[src/rtl/bus_arb_pkg.sv]
// Shared types for the pipeline bus arbiter and other two-master arbiters.
//   arb_state_t : arbiter FSM states (IDLE, GRANT_I, GRANT_D)
//   requester_t : which master owns or last owned the bus
//   bus_req_t   : a latched generic-bus request, sized by the package defaults
//   rr_pick     : two-way round-robin selection
package bus_arb_pkg;

    localparam int ADDR_W_DEF = 32;
    localparam int DATA_W_DEF = 32;
    localparam int BE_W_DEF   = DATA_W_DEF / 8;

    typedef enum logic [1:0] {
        IDLE    = 2'd0,
        GRANT_I = 2'd1,
        GRANT_D = 2'd2
    } arb_state_t;

    typedef enum logic {
        REQ_I = 1'b0,
        REQ_D = 1'b1
    } requester_t;

    typedef struct packed {
        logic                  ren;
        logic                  wen;
        logic [ADDR_W_DEF-1:0] addr;
        logic [DATA_W_DEF-1:0] wdata;
        logic [BE_W_DEF-1:0]   byte_en;
    } bus_req_t;

    // On a tie the master that did not win last time is picked.
    // With no request the result is meaningless and must be gated by the caller.
    function automatic requester_t rr_pick(input logic req_i,
                                           input logic req_d,
                                           input requester_t last);
        requester_t pick;
        if (req_i && req_d) begin
            pick = (last == REQ_I) ? REQ_D : REQ_I;
        end else if (req_d) begin
            pick = REQ_D;
        end else begin
            pick = REQ_I;
        end
        return pick;
    endfunction

endpackage

[src/rtl/rr_arbiter2.sv]
// Two-request round-robin arbiter with its own last-grant register.
// Ports:
//   clk_i, rst_ni : clock, asynchronous active-low reset
//   en_i          : arbitration window; grants and last-grant updates only happen here
//   req0_i/req1_i : requests (req0 = REQ_I side, req1 = REQ_D side)
//   gnt0_o/gnt1_o : one-hot grant, combinational, zero when en_i is low
// last-grant resets to REQ_I so REQ_D wins the first tie.
module rr_arbiter2
    import bus_arb_pkg::*;
(
    input  logic clk_i,
    input  logic rst_ni,
    input  logic en_i,
    input  logic req0_i,
    input  logic req1_i,
    output logic gnt0_o,
    output logic gnt1_o
);

    requester_t last_q, last_d;
    requester_t pick;
    logic       any_req;

    always_comb begin
        any_req = req0_i | req1_i;
        pick    = rr_pick(req0_i, req1_i, last_q);
        gnt0_o  = en_i & any_req & (pick == REQ_I);
        gnt1_o  = en_i & any_req & (pick == REQ_D);
        last_d  = last_q;
        if (en_i && any_req) begin
            last_d = pick;
        end
    end

    always_ff @(posedge clk_i or negedge rst_ni) begin
        if (!rst_ni) begin
            last_q <= REQ_I;
        end else begin
            last_q <= last_d;
        end
    end

endmodule

[src/rtl/pipeline_bus_arbiter.sv]
// Shares one downstream generic memory bus between the instruction-fetch
// master (i_*) and the memory-stage data master (d_*).
// Ports:
//   CLK, nRST            : clock, asynchronous active-low reset
//   i_ren, i_addr        : instruction read request
//   i_busy, i_rdata      : instruction completion strobe (low for one cycle) and read data
//   d_ren, d_wen, d_addr, d_wdata, d_byte_en : data request
//   d_busy, d_rdata      : data completion strobe and read data
//   m_ren, m_wen, m_addr, m_wdata, m_byte_en : downstream request (from the latched copy only)
//   m_busy, m_rdata      : downstream busy (low = completes this cycle) and read data
//   dbg_state            : current FSM state (arb_state_t encoding)
// Handshake: a master holds its request while its busy is high; a transaction
// is latched at grant and completes in the first grant cycle with m_busy low.
// A master that drops its request mid-transaction has its completion swallowed.
module pipeline_bus_arbiter
    import bus_arb_pkg::*;
#(
    parameter int ADDR_W = 32,
    parameter int DATA_W = 32
) (
    input  logic                CLK,
    input  logic                nRST,
    input  logic                i_ren,
    input  logic [ADDR_W-1:0]   i_addr,
    output logic                i_busy,
    output logic [DATA_W-1:0]   i_rdata,
    input  logic                d_ren,
    input  logic                d_wen,
    input  logic [ADDR_W-1:0]   d_addr,
    input  logic [DATA_W-1:0]   d_wdata,
    input  logic [DATA_W/8-1:0] d_byte_en,
    output logic                d_busy,
    output logic [DATA_W-1:0]   d_rdata,
    output logic                m_ren,
    output logic                m_wen,
    output logic [ADDR_W-1:0]   m_addr,
    output logic [DATA_W-1:0]   m_wdata,
    output logic [DATA_W/8-1:0] m_byte_en,
    input  logic                m_busy,
    input  logic [DATA_W-1:0]   m_rdata,
    output logic [1:0]          dbg_state
);

    arb_state_t          state_q, state_d;
    logic                ren_q, ren_d;
    logic                wen_q, wen_d;
    logic [ADDR_W-1:0]   addr_q, addr_d;
    logic [DATA_W-1:0]   wdata_q, wdata_d;
    logic [DATA_W/8-1:0] be_q, be_d;
    // Sticky: the owning master let go of its request at some point during the grant.
    logic                drop_q, drop_d;

    logic i_act, d_act, in_idle, gnt_i, gnt_d;

    assign i_act   = i_ren;
    assign d_act   = d_ren | d_wen;
    assign in_idle = (state_q == IDLE);

    rr_arbiter2 u_rr (
        .clk_i  (CLK),
        .rst_ni (nRST),
        .en_i   (in_idle),
        .req0_i (i_act),
        .req1_i (d_act),
        .gnt0_o (gnt_i),
        .gnt1_o (gnt_d)
    );

    always_comb begin
        state_d = state_q;
        ren_d   = ren_q;
        wen_d   = wen_q;
        addr_d  = addr_q;
        wdata_d = wdata_q;
        be_d    = be_q;
        drop_d  = drop_q;
        i_busy  = 1'b1;
        d_busy  = 1'b1;
        i_rdata = '0;
        d_rdata = '0;

        case (state_q)
            IDLE: begin
                // m_busy is deliberately ignored here.
                if (gnt_d) begin
                    state_d = GRANT_D;
                    // Read+write together is treated as a write.
                    ren_d   = d_ren & ~d_wen;
                    wen_d   = d_wen;
                    addr_d  = d_addr;
                    wdata_d = d_wdata;
                    be_d    = d_byte_en;
                    drop_d  = 1'b0;
                end else if (gnt_i) begin
                    state_d = GRANT_I;
                    ren_d   = 1'b1;
                    wen_d   = 1'b0;
                    addr_d  = i_addr;
                    wdata_d = '0;
                    be_d    = '1;
                    drop_d  = 1'b0;
                end
            end
            GRANT_I: begin
                i_rdata = m_rdata;
                if (!i_act) begin
                    drop_d = 1'b1;
                end
                if (!m_busy) begin
                    state_d = IDLE;
                    i_busy  = drop_q | ~i_act;
                end
            end
            GRANT_D: begin
                d_rdata = m_rdata;
                if (!d_act) begin
                    drop_d = 1'b1;
                end
                if (!m_busy) begin
                    state_d = IDLE;
                    d_busy  = drop_q | ~d_act;
                end
            end
            default: begin
                state_d = IDLE;
            end
        endcase
    end

    always_ff @(posedge CLK or negedge nRST) begin
        if (!nRST) begin
            state_q <= IDLE;
            ren_q   <= 1'b0;
            wen_q   <= 1'b0;
            addr_q  <= '0;
            wdata_q <= '0;
            be_q    <= '0;
            drop_q  <= 1'b0;
        end else begin
            state_q <= state_d;
            ren_q   <= ren_d;
            wen_q   <= wen_d;
            addr_q  <= addr_d;
            wdata_q <= wdata_d;
            be_q    <= be_d;
            drop_q  <= drop_d;
        end
    end

    // The strobes are gated in IDLE; address/data simply show the last latched request.
    assign m_ren     = ren_q & ~in_idle;
    assign m_wen     = wen_q & ~in_idle;
    assign m_addr    = addr_q;
    assign m_wdata   = wdata_q;
    assign m_byte_en = be_q;
    assign dbg_state = state_q;

endmodule

[config.mk]
export PLATFORM = sky130hd
export DESIGN_NAME = pipeline_bus_arbiter
export DESIGN_NICKNAME = d
export VERILOG_FILES = /design/src/rtl/bus_arb_pkg.sv /design/src/rtl/rr_arbiter2.sv /design/src/rtl/pipeline_bus_arbiter.sv
export SDC_FILE = /design/constraint.sdc
export NUM_CORES = 1
export LEC_CHECK = 0
export ABC_AREA = 1
export ABC_CLOCK_PERIOD_IN_PS = 2200
export CELL_PAD_IN_SITES_DETAIL_PLACEMENT = 0
export CELL_PAD_IN_SITES_GLOBAL_PLACEMENT = 2
export CORE_MARGIN = 4
export CORE_UTILIZATION = 17
export CTS_CLUSTER_DIAMETER = 200
export CTS_CLUSTER_SIZE = 10
export DETAILED_ROUTE_END_ITERATION = 7
export GPL_ROUTABILITY_DRIVEN = 0
export PLACE_DENSITY = 0.78
export SYNTH_ARGS = -nofsm -noshare
export SYNTH_HDL_FRONTEND = slang
export SYNTH_SLANG_ARGS = --single-unit
export TNS_END_PERCENT = 50
[constraint.sdc]
create_clock -name CLK -period 2.2 [get_ports CLK]
set_input_delay 0.66 -clock CLK [delete_from_list [all_inputs] [get_ports CLK]]
set_output_delay 0.66 -clock CLK [all_outputs]
set_load 0.005 [all_outputs]
==> results.json <==
{
  "grt_max_degree": 75,
  "dr.pass1.iters": 4,
  "via_per_inst": 3.831,
  "drt_iter0_drc": 201,
  "num_vias": 4766,
  "core.rowCount": 56,
  "coreArea_sq_um": 23680,
  "critical-path-top-delay-family": "buffers and inverters",
  "path_cells": "buf_6 > ha_4 > buf_12 > buf_16 > buf_6 > nand2_2 > inv_1 > buf_2",
  "worst_slack_ps": -91.21,
  "synth.avg_cell_area_sq_um": 6.694,
  "cts.clk_slew.worst_paths_ps": 70,
  "ys.flop_type": "dfrtp_1",
  "hp-class": "in2async",
  "violations": "negative setup slack",
  "cts_sinks": 74,
  "maxCapViolations": 0,
  "hpwl_microns": 12860,
  "synth_seq_cells": 74,
  "ios": 276,
  "synthTopCellsByArea": "dfrtp_1, nand2_1, inv_1",
  "status": "finished with violations",
  "max_freq_mhz": 436.5,
  "period_needed_ps": 2291,
  "ctsHoldBuffers": 0,
  "worstPathRequired_ps": 1540,
  "grt-ovfl-total": 0,
  "r2r_end": "m_addr[4]",
  "ys_warn_count": 0,
  "grt_pass1_vias": 4784,
  "setup_viol": 21,
  "yosysTopAreaCell": "dfrtp_1",
  "ant_nets": 0,
  "grt_usage": 0.1349,
  "drc": 0,
  "drive_gt1_frac": 0.2324,
  "r2r_start": "dbg_state[0]",
  "crit_path_start_kind": "flip-flop",
  "grt_antenna_before_repair": 0,
  "die_w_microns": 163.9,
  "crit_buf_inv": 6,
  "critPathMostFrequentCell": "buf_6",
  "die_h_microns": 163.9,
  "r2r_slack_ps": 220,
  "p_per_area_nw_per_um2": 1206,
  "p_leak_nw": 4.475,
  "synth_nets": 759,
  "ys_async_sr_fraction": 1.000,
  "diodes": 0,
  "hold_violations": 0,
  "grt_pass1_wl_microns": 28150,
  "cp-end-kind": "output port",
  "cts_buffers": 9,
  "htreeDepth": 3,
  "irDropWorstVdd_v": 0.0004461,
  "portBuffers": 275,
  "dieArea_sq_um": 26850,
  "skew_ps": 8.179,
  "netlist_area_sq_um": 4130,
  "totalWireLength_microns": 18570,
  "slew-limit-headroom": 0.7149,
  "wl_per_cell_microns": 14.93,
  "final_nets": 1062,
  "crit_type": "reg2out",
  "clk_latency_ps": 340,
  "root_buffer": "clkbuf_16",
  "crit_fanout": 8,
  "synthDistinctLibCells": 22,
  "ff2ff_path_depth": 9,
  "fin_tns_setup_ps": -874.4,
  "synth.most_common_cell": "nand2_1",
  "syn_to_final_growth_pct": 94.70,
  "tightest_slew_ps": 427.6,
  "post-route-period-util": 1.041,
  "grt_setup_unrepaired": "yes",
  "clockBufferDepth": 2,
  "drv_slew": 0,
  "seq_area_frac_synth": 0.4483,
  "cts_tree": "built",
  "synthCells": 617,
  "arrival_ps": 1630,
  "synth_common_cells": "nand2_1, inv_1, dfrtp_1, nand3_1, nand4_1",
  "start_util": 0.1744,
  "dp_slack_ps": -369.9,
  "synth_top_area_frac": 0.4483,
  "synth_edf_count": 0,
  "max_stage_delay_ps": 400,
  "worstSetupStartpoint": "dbg_state[0]",
  "slowest_stage": "dfrtp_1"
}
==> state kept, by name (all words and copies together), names as in the netlist <==
name / count
m_addr: 32
ren_q: 1
drop_q: 1
wen_q: 1
dbg_state: 2
m_wdata: 32
m_byte_en: 4
u_rr.last_q: 1
==> power by group <==
group	switching [mW]	internal [mW]
Clock	0.662	0.902
Combinational	2.76	3.03
Sequential	0.342	2.01
Total	3.76	5.94
==> repair_timing <==
| action | in CTS | in global routing |
|---|---|---|
| gates cloned | 6 | 2 |
| setup buffers | 12 | 10 |
| resized for setup | 250 | 128 |
| pin swaps | 3 | 10 |
| endpoints found under the setup margin | 68 | 99 |
==> through the flow <==
| stage | power (mW) | hold WS (ps) | instance area (sq um) | util | cells |
|---|---|---|---|---|---|
| after global routing | 10.53 | 355.2 | 8041 | 0.3396 | 1244 |
| after CTS | 9.691 | 341.1 | 7911 | 0.3341 | 1238 |
| final | 9.698 | 335.5 | 8041 | 0.3396 | 1244 |
| after global placement | 7.579 | 452.2 | 7426 | 0.3136 | 1204 |
| after floorplan | 4.423 | 364.4 | 4130 | - | 617 |
| after detailed placement | 7.583 | 457.8 | 7426 | 0.3136 | 1204 |
==> worst max path at each step <==
stage          cells after the start  slack (ps)           to
2_1_floorplan                      5         300       d_busy
3_3_place_gp                       5        -380       d_busy
3_5_place_dp                       5        -370       d_busy
4_1_cts                            7        -150  d_rdata[15]
5_1_grt                            8        -140  d_rdata[14]
6_report                           8         -90  i_rdata[13]
==> layer usage <==
| metal | up-vias | track usage | share of wire |
|---|---|---|---|
| li1 | 2409 | - | - |
| met1 | 2183 | 0.1825 | 0.46 |
| met2 | 158 | 0.2082 | 0.45 |
| met3 | 16 | 0.04918 | 0.087 |
| met4 | 0 | 0.02669 | 0.0092 |
| met5 | - | 0 | 0 |
==> layout make-up <==
type	instances	area, sq um
Fill cell	2594	15640
Clock buffer	9	225.2
Timing Repair Buffer	327	3184
Inverter	146	550.5
Clock inverter	7	83.83
Multi-Input combinational cell	362	1747
Sequential cell	74	1852
Tap cell	319	399.1
==> logic make-up (layout without fill, tap and decap cells) <==
logic type,Yosys count,after routing,share of synthesized area
AO/OA/AOI/OAI,9,9,0.01363
adder cells (fa/ha/maj),4,4,0.01212
buffers and inverters,181,489,0.1718
flip-flops,74,74,0.4483
AND/OR/NAND/NOR,349,349,0.3541
==> cells in the final DEF, fill, tap and decap left out, drive strengths merged, types with 5 or more instances in the layout <==
cell	count
inv	150
clkbuf	24
nand3	36
dfrtp	74
nand2	273
buf	105
o21ai	5
clkdlybuf4s50	205
nor2	5
nand4	35
Power figures use the tool's default switching activity.
